$ cat src/rtl/v_noc_pkg.sv
// Shared definitions for the vnet injection path.
//   io_port_t     : router output-port indices (N/S/E/W, first local port L0)
//   crd_cnt_w()   : width of a credit counter that must hold 0..depth
//   fifo_entry_t  : one ingress FIFO slot {flit, head, tail, route}
// The entry struct is sized by NOC_FLIT_W/NOC_PORT_W; users of the struct
// are expected to keep their FLIT_W/PORT_W parameters equal to these.
package v_noc_pkg;

   typedef enum logic [2:0] {
      PORT_N  = 3'd0,
      PORT_S  = 3'd1,
      PORT_E  = 3'd2,
      PORT_W  = 3'd3,
      PORT_L0 = 3'd4
   } io_port_t;

   localparam int NOC_FLIT_W = 128;
   localparam int NOC_PORT_W = 3;

   function automatic int crd_cnt_w(input int depth);
      return $clog2(depth + 1);
   endfunction

   typedef struct packed {
      logic [NOC_FLIT_W-1:0] flit;
      logic                  head;
      logic                  tail;
      logic [NOC_PORT_W-1:0] route;
   } fifo_entry_t;

endpackage

$ cat src/rtl/vnet_sync_fifo.sv
// Synchronous FIFO with registered storage and combinational head read.
//   clk, rst  : clock, synchronous active-high reset (empties the FIFO)
//   wr_en     : write request; ignored while full
//   wr_data   : data written on an accepted write
//   rd_en     : pop request; ignored while empty
//   rd_data   : entry at the head (valid while count != 0)
//   count     : current occupancy, 0..DEPTH
module vnet_sync_fifo #(
   parameter  int WIDTH = 8,
   parameter  int DEPTH = 8,
   localparam int AW    = $clog2(DEPTH),
   localparam int CW    = AW + 1
) (
   input  logic             clk,
   input  logic             rst,
   input  logic             wr_en,
   input  logic [WIDTH-1:0] wr_data,
   input  logic             rd_en,
   output logic [WIDTH-1:0] rd_data,
   output logic [CW-1:0]    count
);

   logic [WIDTH-1:0] mem [DEPTH];
   logic [AW-1:0]    wr_ptr;
   logic [AW-1:0]    rd_ptr;
   logic             do_wr;
   logic             do_rd;

   // A write needs room even if a pop happens in the same cycle.
   assign do_wr   = wr_en && (count != CW'(DEPTH));
   assign do_rd   = rd_en && (count != '0);
   assign rd_data = mem[rd_ptr];

   always_ff @(posedge clk) begin
      if (do_wr) begin
         mem[wr_ptr] <= wr_data;
      end
   end

   always_ff @(posedge clk) begin
      if (rst) begin
         wr_ptr <= '0;
         rd_ptr <= '0;
         count  <= '0;
      end else begin
         if (do_wr) begin
            wr_ptr <= wr_ptr + AW'(1);
         end
         if (do_rd) begin
            rd_ptr <= rd_ptr + AW'(1);
         end
         case ({do_wr, do_rd})
            2'b10:   count <= count + CW'(1);
            2'b01:   count <= count - CW'(1);
            default: count <= count;
         endcase
      end
   end

endmodule

$ cat src/rtl/vnet_local_injector.sv
// Local injection stage in front of a vnet_router local input port.
// Buffers source flits, computes the XY look-ahead route at enqueue,
// allocates a router VC per packet (round-robin) and tracks per-VC credits.
//   clk, rst                     : clock, synchronous active-high reset
//   node_id_x_i/node_id_y_i      : this node's coordinates
//   req_v_i/req_ready_o          : source handshake (ready = FIFO not full)
//   req_flit_i/head/tail         : flit payload and packet framing
//   req_dst_x_i/y_i/port_i       : destination, sampled on head flits
//   tx_flit_pend_o               : FIFO holds at least one flit
//   tx_flit_v_o/tx_flit_o        : one-cycle flit pulse to the router
//   tx_flit_vc_id_o              : router VC the flit is sent on
//   tx_flit_look_ahead_routing_o : router output port for the flit
//   lcrd_v_i/lcrd_id_i           : credit return from the router
//   err_o                        : sticky protocol/credit error
//
// state   | meaning
// --------+------------------------------------------------------------
// ST_IDLE | no VC owned; a head flit waits for any VC with credit
// ST_PKT  | VC owned by the open packet; flits go out on that VC only
module vnet_local_injector
   import v_noc_pkg::*;
#(
   parameter int FLIT_W     = 128,
   parameter int VC_NUM     = 4,
   parameter int VC_DEPTH   = 4,
   parameter int VC_ID_W    = 3,
   parameter int NODE_X_W   = 2,
   parameter int NODE_Y_W   = 2,
   parameter int PORT_W     = 3,
   parameter int FIFO_DEPTH = 8
) (
   input  logic                clk,
   input  logic                rst,
   input  logic [NODE_X_W-1:0] node_id_x_i,
   input  logic [NODE_Y_W-1:0] node_id_y_i,
   input  logic                req_v_i,
   output logic                req_ready_o,
   input  logic [FLIT_W-1:0]   req_flit_i,
   input  logic                req_head_i,
   input  logic                req_tail_i,
   input  logic [NODE_X_W-1:0] req_dst_x_i,
   input  logic [NODE_Y_W-1:0] req_dst_y_i,
   input  logic [PORT_W-1:0]   req_dst_port_i,
   output logic                tx_flit_pend_o,
   output logic                tx_flit_v_o,
   output logic [FLIT_W-1:0]   tx_flit_o,
   output logic [VC_ID_W-1:0]  tx_flit_vc_id_o,
   output logic [PORT_W-1:0]   tx_flit_look_ahead_routing_o,
   input  logic                lcrd_v_i,
   input  logic [VC_ID_W-1:0]  lcrd_id_i,
   output logic                err_o
);

   typedef enum logic {ST_IDLE, ST_PKT} state_t;

   localparam int CRD_W = crd_cnt_w(VC_DEPTH);
   localparam int CNT_W = $clog2(FIFO_DEPTH) + 1;

   fifo_entry_t        enq_ent;
   fifo_entry_t        head_ent;
   logic [CNT_W-1:0]   fifo_count;
   logic               fifo_empty;
   logic               enq;

   logic               pkt_open_q;
   logic [PORT_W-1:0]  route_q;
   logic [PORT_W-1:0]  head_route;
   logic               ing_err;

   state_t             state_q;
   logic [VC_ID_W-1:0] own_vc_q;
   logic [VC_ID_W-1:0] rr_ptr_q;
   logic [VC_ID_W-1:0] rr_next;

   logic [CRD_W-1:0]   credit_q [VC_NUM];
   logic [VC_NUM-1:0]  has_crd;
   logic [VC_NUM-1:0]  crd_inc;
   logic [VC_NUM-1:0]  crd_dec;
   logic [VC_NUM-1:0]  crd_ovf;
   logic               own_ok;
   logic               alloc_ok;
   logic [VC_ID_W-1:0] alloc_vc;
   logic               lcrd_bad;

   logic               send;
   logic               drop;
   logic [VC_ID_W-1:0] send_vc;

   assign req_ready_o    = (fifo_count != CNT_W'(FIFO_DEPTH));
   assign fifo_empty     = (fifo_count == '0);
   assign tx_flit_pend_o = !fifo_empty;
   assign enq            = req_v_i && req_ready_o;

   always_comb begin
      if (req_dst_x_i > node_id_x_i) begin
         head_route = PORT_W'(PORT_E);
      end else if (req_dst_x_i < node_id_x_i) begin
         head_route = PORT_W'(PORT_W);
      end else if (req_dst_y_i > node_id_y_i) begin
         head_route = PORT_W'(PORT_N);
      end else if (req_dst_y_i < node_id_y_i) begin
         head_route = PORT_W'(PORT_S);
      end else begin
         head_route = PORT_W'(PORT_L0) + req_dst_port_i;
      end
   end

   always_comb begin
      enq_ent.flit  = req_flit_i;
      enq_ent.head  = req_head_i;
      enq_ent.tail  = req_tail_i;
      enq_ent.route = req_head_i ? head_route : route_q;
   end

   // Framing is checked at ingress, independent of what egress is doing.
   assign ing_err = enq && (req_head_i ? pkt_open_q : !pkt_open_q);

   always_ff @(posedge clk) begin
      if (rst) begin
         pkt_open_q <= 1'b0;
         route_q    <= '0;
      end else if (enq) begin
         if (req_head_i) begin
            route_q    <= head_route;
            pkt_open_q <= !req_tail_i;
         end else if (req_tail_i) begin
            pkt_open_q <= 1'b0;
         end
      end
   end

   vnet_sync_fifo #(
      .WIDTH ($bits(fifo_entry_t)),
      .DEPTH (FIFO_DEPTH)
   ) u_fifo (
      .clk     (clk),
      .rst     (rst),
      .wr_en   (enq),
      .wr_data (enq_ent),
      .rd_en   (send || drop),
      .rd_data (head_ent),
      .count   (fifo_count)
   );

   always_comb begin
      has_crd = '0;
      own_ok  = 1'b0;
      for (int v = 0; v < VC_NUM; v++) begin
         has_crd[v] = (credit_q[v] != '0);
         if (own_vc_q == VC_ID_W'(v) && credit_q[v] != '0) begin
            own_ok = 1'b1;
         end
      end
   end

   // Round-robin search starting at rr_ptr_q, the VC after the last grant.
   always_comb begin
      alloc_ok = 1'b0;
      alloc_vc = '0;
      for (int i = 0; i < VC_NUM; i++) begin
         for (int v = 0; v < VC_NUM; v++) begin
            if (!alloc_ok && has_crd[v] && ((int'(rr_ptr_q) + i) % VC_NUM) == v) begin
               alloc_ok = 1'b1;
               alloc_vc = VC_ID_W'(v);
            end
         end
      end
   end

   assign rr_next = (alloc_vc == VC_ID_W'(VC_NUM - 1)) ? '0 : alloc_vc + VC_ID_W'(1);

   // A non-head flit reaching the head in IDLE belongs to no packet; it is
   // discarded so it cannot block the queue (err_o already flagged it).
   always_comb begin
      send    = 1'b0;
      drop    = 1'b0;
      send_vc = own_vc_q;
      if (!fifo_empty) begin
         if (state_q == ST_IDLE) begin
            if (!head_ent.head) begin
               drop = 1'b1;
            end else if (alloc_ok) begin
               send    = 1'b1;
               send_vc = alloc_vc;
            end
         end else if (own_ok) begin
            send = 1'b1;
         end
      end
   end

   always_ff @(posedge clk) begin
      if (rst) begin
         state_q                      <= ST_IDLE;
         own_vc_q                     <= '0;
         rr_ptr_q                     <= '0;
         tx_flit_v_o                  <= 1'b0;
         tx_flit_o                    <= '0;
         tx_flit_vc_id_o              <= '0;
         tx_flit_look_ahead_routing_o <= '0;
      end else begin
         tx_flit_v_o <= send;
         if (send) begin
            tx_flit_o                    <= head_ent.flit;
            tx_flit_vc_id_o              <= send_vc;
            tx_flit_look_ahead_routing_o <= head_ent.route;
            case (state_q)
               ST_IDLE: begin
                  own_vc_q <= alloc_vc;
                  rr_ptr_q <= rr_next;
                  state_q  <= head_ent.tail ? ST_IDLE : ST_PKT;
               end
               ST_PKT: begin
                  if (head_ent.tail) begin
                     state_q <= ST_IDLE;
                  end
               end
               default: state_q <= ST_IDLE;
            endcase
         end
      end
   end

   assign lcrd_bad = lcrd_v_i && (32'(lcrd_id_i) >= VC_NUM);

   always_comb begin
      for (int v = 0; v < VC_NUM; v++) begin
         crd_inc[v] = lcrd_v_i && (lcrd_id_i == VC_ID_W'(v));
         crd_dec[v] = send && (send_vc == VC_ID_W'(v));
         crd_ovf[v] = crd_inc[v] && !crd_dec[v] && (credit_q[v] == CRD_W'(VC_DEPTH));
      end
   end

   always_ff @(posedge clk) begin
      if (rst) begin
         for (int v = 0; v < VC_NUM; v++) begin
            credit_q[v] <= CRD_W'(VC_DEPTH);
         end
      end else begin
         for (int v = 0; v < VC_NUM; v++) begin
            if (crd_inc[v] && !crd_dec[v] && !crd_ovf[v]) begin
               credit_q[v] <= credit_q[v] + CRD_W'(1);
            end else if (crd_dec[v] && !crd_inc[v]) begin
               credit_q[v] <= credit_q[v] - CRD_W'(1);
            end
         end
      end
   end

   always_ff @(posedge clk) begin
      if (rst) begin
         err_o <= 1'b0;
      end else if (lcrd_bad || ing_err || (|crd_ovf)) begin
         err_o <= 1'b1;
      end
   end

endmodule

$ cat config.mk
export PLATFORM = sky130hd
export DESIGN_NAME = vnet_local_injector
export DESIGN_NICKNAME = d
export VERILOG_FILES = /design/src/rtl/v_noc_pkg.sv /design/src/rtl/vnet_sync_fifo.sv /design/src/rtl/vnet_local_injector.sv
export SDC_FILE = /design/constraint.sdc
export NUM_CORES = 1
export LEC_CHECK = 0
export BUFFER_PORTS_ARGS = -buffer_cell sky130_fd_sc_hd__buf_2
export CORE_MARGIN = 5
export CORE_UTILIZATION = 50
export CTS_BUF_LIST = sky130_fd_sc_hd__clkbuf_4 sky130_fd_sc_hd__clkbuf_8
export DETAILED_ROUTE_END_ITERATION = 10
export HOLD_SLACK_MARGIN = 0.08
export PLACE_DENSITY_LB_ADDON = 0.2
export SLEW_MARGIN = 25
export SYNTH_ARGS = -nofsm -noshare
export SYNTH_HDL_FRONTEND = slang
export SYNTH_SLANG_ARGS = --single-unit
$ cat constraint.sdc
create_clock -name clk -period 16.7 [get_ports clk]
set_clock_uncertainty 0.15 [all_clocks]
set_input_delay 0.835 -clock clk [delete_from_list [all_inputs] [get_ports clk]]
set_output_delay 0.835 -clock clk [all_outputs]
set_load 0.005 [all_outputs]
# After elaboration in Yosys (flattened, before gate mapping)
# Memory sizes are Yosys's and may differ from the RTL's. A register that Yosys moved wholly into a read port is not among the register bits.
# Index checks and enable logic that the tools add are counted.
[totals] regBits=156 ramBits=1076 output_inout_bits=138 wordCells=296 n_memories=2
[classes] add_sub_neg=17 magnitude_cmp=5 n_eq_ne=29 muxes=100 n_bitwise=12 n_reduce_logical=118
[mem_list] memory="u_fifo.mem" depth=8 width=133 rd=1 rd_clocked_by_memory_dff=1 wr=1 line="vnet_sync_fifo.sv:23" source="logic [WIDTH-1:0] mem [DEPTH];"
[mem_list] memory="credit_q" depth=4 width=3 rd=4 rd_clocked_by_memory_dff=0 wr=4 line="vnet_local_injector.sv:75" source="logic [CRD_W-1:0] credit_q [VC_NUM];"
[ops] op="logical NOT 32 bit" count=4
[ops] op="two-way mux 3 bit" count=33
[ops] op="two-way mux 1 bit" count=65
[ops] op="logical AND 1 bit" count=64
[ops] op="equality test 3 x 2 -> 1 bit, second input constant" count=10
[ops] op="equality test 3 bit, second input constant" count=10
[ops] op="logical NOT 1 bit" count=30
[ops] op="adder 3 x 1 -> 3 bit, second input constant" count=6
[ops] op="nonzero test 3 bit" count=4
[ops] op="subtractor 3 x 1 -> 3 bit, second input constant" count=4
[ops] op="equality test 3 x 1 -> 1 bit, second input constant" count=3
[ops] op="logical NOT 3 bit" count=3
[ops] op="bitwise OR 1 bit" count=8
[ops] op="case mux 4 bit (2 select lines)" count=1
[ops] op="equality test 2 bit, second input constant" count=3
[ops] op="OR reduction 2 bit" count=3
[ops] op="adder 2 x 1 -> 2 bit, second input constant" count=2
[ops] op="adder 2 bit, second input constant" count=2
[ops] op="adder 4 x 1 -> 4 bit, second input constant" count=1
[ops] op="equality test 2 x 1 -> 1 bit, second input constant" count=2
[ops] op="> comparator 2 bit" count=2
[ops] op="logical NOT 4 bit" count=1
[ops] op="less-than comparator 2 bit" count=2
[ops] op="inequality test 4 bit, second input constant" count=1
[ops] op="other kinds (11)" count=17

# Depth between registers and ports, before layout
# Gate-level depths: netlist of the first run.
# An unclocked memory read counts as a cell.
[logic_depth] depth_word=80 depth_mapped=15 ltp_nobuf=14

# Modules after synthesis
# Synthesis of the first run repeated with hierarchy kept, for this count alone.
[unflattened] cells_unflattened=2415 hier_area_um2=47035.1
[by_module_without_submodules] mod="vnet_sync_fifo" n_inst=1 cells_each=1612 area_each_um2=40580.2 seq_area_each_um2=32210.9
[by_module_without_submodules] mod="vnet_local_injector" n_inst=1 cells_each=803 area_each_um2=6454.9 seq_area_each_um2=3243.1

# Least setup slack after synthesis of the first run
# OpenSTA, ideal clock, no wires.
[synth_timing] kind="input to register" start="input req_v_i" end="memory u_fifo.mem[0][0] (netlist name), enable pin" setup_ns=0.953 arrival_time_ns=14.008 required_ns=15.597 path_slack_ns=1.589 stages=4 path_buffers=1 cell_sequence="and2_1 clkbuf_1 clkinv_1 nor4_1"
[synth_between] elab_chain_cells=4
[synth_rtl] element="start: declaration" line="vnet_local_injector.sv:36" source="input logic req_v_i,"
[synth_rtl] element="logical AND 1 bit" line="vnet_local_injector.sv:92" source="assign enq = req_v_i && req_ready_o;"
[synth_rtl] element="logical AND 1 bit" line="vnet_sync_fifo.sv:30" source="assign do_wr = wr_en && (count != CW'(DEPTH));"
[synth_rtl] element="two-way mux 1 bit" line="vnet_sync_fifo.sv:35" source="if (do_wr) begin"
[synth_rtl] element="two-way mux 1 bit (not written as such)" line="vnet_sync_fifo.sv:36" source="mem[wr_ptr] <= wr_data;"
[synth_rtl] element="end: declaration" line="vnet_sync_fifo.sv:23"
# No other way between the ends.

==> impl_metrics.json, run 1 <==
{
  "status": "completed",
  "tightest_slew_ps": 1060,
  "antenna_found_initial": 16,
  "clkLatencyLatePin_ps": 840,
  "finalSetupViolCount": 0,
  "vias_per_cell": 5.60,
  "drv_cap": 0,
  "total_power_mw": 8.01,
  "place_hpwl_um": 53800,
  "cellPowerDensity_nw_per_um2": 147,
  "hold_viol_final": 0,
  "period_minus_slack_ps": 4210,
  "wirelength_um": 102000,
  "ys_top_cells_by_area": "edfxtp_1 (70%), mux4_2 (13%), dfxtp_1 (6.8%)",
  "avgSynthCellArea_um2": 20.4,
  "path_class": "register to register",
  "grt_pass1_vias": 25000,
  "cts_root_buffer": "clkbuf_8",
  "cts_buffers": 192,
  "die_area_um2": 98800,
  "area_growth_pct": 17.8,
  "maxSlewHeadroom_pct": 29.4,
  "yosysSeqAreaShare_pct": 76.5,
  "fin_setup_tns_ps": 0,
  "drtIter0Drc": 1874,
  "drc_errors": 0,
  "ys_async_sr_fraction_pct": 0,
  "layout.nets": 2951,
  "required_ps": 17090,
  "drive_above_1_share_pct": 32.2,
  "ys.flop_type": "edfxtp_1",
  "overflow": 0,
  "max_stage_delay_ps": 850,
  "ys_warn_count": 0,
  "routabilityCongestion": 0.764,
  "wl_per_cell_um": 24.2,
  "synth_enable_flop_cells": 1076,
  "cts_sinks": 1233,
  "h-tree-depth": 4,
  "vias": 23600,
  "grt_usage_pct": 20.6,
  "ys_seq_elements": 1233,
  "die_h_um": 314,
  "syn_area_um2": 46300,
  "grt_max_degree": 157,
  "r2r_setup_slack_ps": 12490,
  "num_rows": 111,
  "io_buffers": 284,
  "slowest_stage": "dfxtp_4",
  "ctsResizeCount": 0,
  "critPathMaxFanout": 36,
  "max_freq_mhz": 238,
  "endpoint_kind": "register",
  "yosysTopAreaCell": "edfxtp_1",
  "worstSetupStartpointType": "register",
  "coreArea_um2": 91800,
  "synth_top_area_share_pct": 69.7,
  "antenna_left": 0,
  "start_util_pct": 50.5,
  "pin_count": 286,
  "cts_tree": "done",
  "p_leak_nw": 17.8,
  "nFillCells": 6749,
  "clk_pin_slew_ps": 60,
  "crit_chain": "mux4_2 -> mux2_4 -> and3_1 -> a41oi_2 -> nand4_1 -> fa_1 -> or3b_2 -> a221oi_1 -> o21ai_0",
  "worst_hold_slack_ps": 232,
  "maxSlewViolCount": 0,
  "synth.distinct_cells": 58,
  "cts_setup_buffers": 0,
  "cp.arrival_ps": 4600,
  "rsz0062_at_grt": "false",
  "die_x_um": 314,
  "worst_ir_drop_vdd_mv": 0.103,
  "min_period_over_period_pct": 25.2,
  "grt_pass1_wl_um": 153000,
  "clock_path_buffers": 3,
  "utilization_pct": 59.5,
  "synth_nets": 2434,
  "hold_path_class": "input pin to register",
  "synth_cells": 2271,
  "drtPass1Iterations": 5
}
Yosys cell counts (11+ instances only):
library cell and n:
a211oi_1 137, a21oi_1 20, buf_1 18, clkbuf_1 103, dfxtp_1 157, edfxtp_1 1076
ha_1 12, inv_1 19, mux2i_1 137, mux4_2 267, nand2_1 27, nor2_1 176
nor3_1 15, o21ai_0 11
layout make-up:
class / instances / area [um2] / area share, %
sequential: 1233 / 35500 / 65.0
multi-input combinational: 890 / 10300 / 19.0
clock buffer: 298 / 3580 / 6.55
timing repair buffer: 451 / 3080 / 5.63
tap: 1243 / 1560 / 2.85
clock inverter: 63 / 468 / 0.857
inverter: 20 / 75.1 / 0.138
antenna: 12 / 30.0 / 0.0550
critical path: cells and delay by family (launching register included):
kind | cells | cell delay [ps]
multiplexers | 2 | 720
adder cells (fa/ha/maj) | 1 | 460
flip-flops | 1 | 850
AO/OA/AOI/OAI | 3 | 830
AND/OR/NAND/NOR | 3 | 910
through the flow:
stage | setup slack (ps) | cells | instance area (um2)
finish | 12490 | 4210 | 54600
global route | 12190 | 4204 | 54600
CTS | 12050 | 4196 | 54500
detailed placement | 12050 | 3707 | 49200
global placement | 12120 | 3707 | 49200
floorplan | 1590 | 2271 | 46300
report_power, final:
part | leakage [nW] | internal [mW] | switching, mW
Clock | 2.16 | 1.43 | 1.15
Combinational | 4.60 | 0.719 | 0.926
Sequential | 11.1 | 3.65 | 0.131
timing repair:
item | in CTS | in global routing
hold endpoints to repair | 1021 | 0
setup endpoints to repair | 0 | 0
hold buffers | 128 | 0
worst paths after layout:
path | startpoint | end | cells after the start
hold reg to reg | tx_flit_o[9] | tx_flit_o[9] | 2
setup reg to reg | register | credit_q[0][2] | 9
hold / removal | req_tail_i | u_fifo.mem[4][3] | 1
setup / recovery | register | credit_q[0][2] | 9
metal layers:
metal	GRT usage, %	part of all wire [%]	vias up
li1	-	-	10400
met1	28.5	43	12400
met2	33.2	49	659
met3	5.19	6.2	149
met4	5.46	1.7	8
met5	0	0.047	-
state kept, by name, summed over array words and instances (netlist names), named ones only:
register and flops:
pkt_open_q 1, u_fifo.rd_ptr 3, u_fifo.wr_ptr 3, tx_flit_v_o 1
route_q 3, tx_flit_vc_id_o 2, u_fifo.mem 1064, own_vc_q 2
err_o 1, tx_flit_o 128, tx_flit_look_ahead_routing_o 3, rr_ptr_q 2
credit_q 12, state_q 1, u_fifo.count 4
cell usage in the layout (no fill, tap or decap), types with 5 or more instances in the layout:
| master | synthesis | layout |
|---|---|---|
| edfxtp_1 | 1076 | 1076 |
| buf_2 | 3 | 283 |
| mux4_2 | 267 | 267 |
| clkbuf_8 | 0 | 214 |
| nor2_1 | 176 | 173 |
| dfxtp_1 | 157 | 154 |
| a211oi_1 | 137 | 137 |
| mux2i_1 | 137 | 137 |
| dlygate4sd3_1 | 0 | 128 |
| clkbuf_4 | 0 | 84 |
| buf_4 | 1 | 33 |
| nand2_1 | 27 | 27 |
| clkinv_1 | 1 | 23 |
| clkinv_2 | 0 | 22 |
| a21oi_1 | 20 | 20 |
| inv_1 | 19 | 19 |
| diode_2 | 0 | 12 |
| ha_1 | 12 | 12 |
| nor3_1 | 15 | 11 |
| o21ai_0 | 11 | 10 |
| nand3_1 | 7 | 7 |
| or3_1 | 7 | 7 |
| nand2b_1 | 6 | 6 |
| xor2_1 | 6 | 6 |
| nor2b_1 | 5 | 5 |
| and2_1 | 5 | 5 |
| nor3_2 | 1 | 5 |
| clkinvlp_4 | 0 | 5 |
logic make-up (layout without fill, tap and decap cells):
family	Yosys count	after routing	share of synthesized area, %
flip-flops	1233	1233	76.5
adder cells (fa/ha/maj)	15	15	0.454
XOR/XNOR	10	10	0.189
AND/OR/NAND/NOR	263	263	2.44
multiplexers	405	405	16.0
other	1	13	0.00809
buffers and inverters	148	832	1.26
AO/OA/AOI/OAI	196	196	3.14
No activity file was read; power rests on OpenSTA's default activity.
==> run 2, diff against run 1 <==
==> constraint.sdc (replaced) <==
create_clock -name clk -period 3.5 [get_ports clk]
set_clock_uncertainty 0.15 [all_clocks]
set_input_delay 0.175 -clock clk [delete_from_list [all_inputs] [get_ports clk]]
set_output_delay 0.175 -clock clk [all_outputs]
set_load 0.005 [all_outputs]
==> impl_metrics.json, run 2 (synthesis gave the netlist of run 1 again) <==
{
  "die_h_um": 314,
  "overflow": 0,
  "grt_max_degree": 268,
  "finalSetupViolCount": 0,
  "layout_commonest_cell": "edfxtp_1",
  "cts_root_buffer": "clkbuf_8",
  "grt_pass1_wl_um": 155000,
  "tightest_slew_ps": 1330,
  "pin_count": 286,
  "maxSlewViolCount": 0,
  "io_buffers": 284,
  "drtPass1Iterations": 5,
  "maxSlewHeadroom_pct": 11.6,
  "cts_sinks": 1233,
  "die_area_um2": 98800,
  "num_rows": 111,
  "status": "completed",
  "fin_cells": 4391,
  "swShare_pct": 27.2,
  "drtIter0Drc": 1776,
  "drv_cap": 0,
  "drc_errors": 0,
  "wirelength_um": 103000,
  "place_hpwl_um": 52100,
  "multiInputGateArea_um2": 10500,
  "p_clk_share_pct": 31.9,
  "p_int_mw": 28.2,
  "grt_pass1_vias": 25900,
  "worst_ir_drop_vdd_mv": 0.871,
  "power_frac_comb_pct": 21.8,
  "min_period_over_period_pct": 97.9,
  "start_util_pct": 50.5,
  "die_x_um": 314,
  "clock_path_buffers": 3,
  "top_regs": "u_fifo.mem (1064), tx_flit_o (128), credit_q (12)",
  "vias": 24300,
  "clk_pin_slew_ps": 60,
  "dp_cells": 3720,
  "coreArea_um2": 91800,
  "p_leak_nw": 18.7,
  "final_cell_mix": "edfxtp_1 (1076), dlygate4sd3_1 (285), buf_2 (283)",
  "cellPowerDensity_nw_per_um2": 682,
  "routabilityCongestion": 0.791,
  "cp.arrival_ps": 3870,
  "drive_above_1_share_pct": 31.9,
  "required_ps": 3940,
  "final-seq-area_um2": 35500,
  "rsz0062_at_grt": "false",
  "hold_path_class": "input pin to register",
  "vias_per_cell": 5.52,
  "fin_setup_tns_ps": 0,
  "regMostFlops": "u_fifo.mem",
  "nFillCells": 6541,
  "path_class": "register to register",
  "antenna_found_initial": 16,
  "max_freq_mhz": 292,
  "endpoint_kind": "register",
  "period_minus_slack_ps": 3420,
  "p_switching_mw": 10.5,
  "utilization_pct": 61.9,
  "grt_usage_pct": 20.8,
  "hold_viol_final": 0,
  "worstSetupStartpointType": "register",
  "wl_per_cell_um": 23.4,
  "antenna_left": 0,
  "p_seq_share_pct": 46.3,
  "clkLatencyLatePin_ps": 850,
  "cts_buffers": 193,
  "layout.nets": 3132,
  "largest_reg_flops": 1064,
  "h-tree-depth": 4,
  "area_growth_pct": 22.7,
  "cts_tree": "done",
  "critPathMaxFanout": 5,
  "total_power_mw": 38.7
}
## run 2: path summary, 6_finish.rpt
check | startpoint | endpoint | slack (ps) | cells after the start
min | node_id_y_i[0] | u_fifo.mem[5][2] | 120 | 5
max | register | credit_q[1][2] | 80 | 9
min reg2reg | tx_flit_vc_id_o[1] | tx_flit_vc_id_o[1] | 340 | 2
max reg2reg | register | credit_q[1][2] | 80 | 9
## run 2: repair_timing
action | in CTS | in global routing
hold endpoints to repair | 1200 | 0
hold buffers | 285 | 0
setup buffers | 1 | 10
pin swaps | 0 | 14
gates resized for setup | 6 | 21
endpoints found under the setup margin | 6 | 12
cloned | 0 | 0
## run 2: power groups by stage
stage	Combinational, mW	Sequential, mW	Clock (mW)
after global placement	7.94	18.2	0
after detailed placement	8.14	18.2	0
after floorplan	5.56	18.2	0
after CTS	8.45	17.9	12.7
after global routing	9.26	18.0	13.4
final	8.46	17.9	12.4
## run 2: layout make-up
type | instances | share of cell area, %
Tap cell | 1243 | 2.74
Timing Repair Buffer | 631 | 9.01
Antenna cell | 13 | 0.0572
Multi-Input combinational cell | 890 | 18.5
Clock buffer | 312 | 6.58
Inverter | 20 | 0.154
Clock inverter | 49 | 0.597
Sequential cell | 1233 | 62.4
## run 2: stage by stage
| step | setup slack (ps) | instance area, um2 | hold WS (ps) |
|---|---|---|---|
| CTS | 3.53 | 56600 | 88.1 |
| detailed placement | -101 | 49600 | 293 |
| global placement | 53.2 | 49600 | 279 |
| finish | 75.1 | 56800 | 118 |
| global route | 1.75 | 56800 | 146 |
| floorplan | -2250 | 46400 | 122 |
## run 2: per-layer routing
metal  vias to the layer above  GRT usage, %  part of all wire [%]
li1                      10800             -                     -
met1                     12600          27.3                    41
met2                       719          35.2                    51
met3                       166          5.01                   6.3
met4                        12          5.52                   1.7
met5                         -             0                 0.078
## run 2: worst max-delay path, cell delays in order (launching register included)
cell	delay, ps
dfxtp_4	370
mux4_2	500
mux2_4	320
and3_4	180
a41o_4	260
buf_4	160
a211oi_4	180
dlygate4sd3_1	650
mux2i_1	100
a211o_1	300
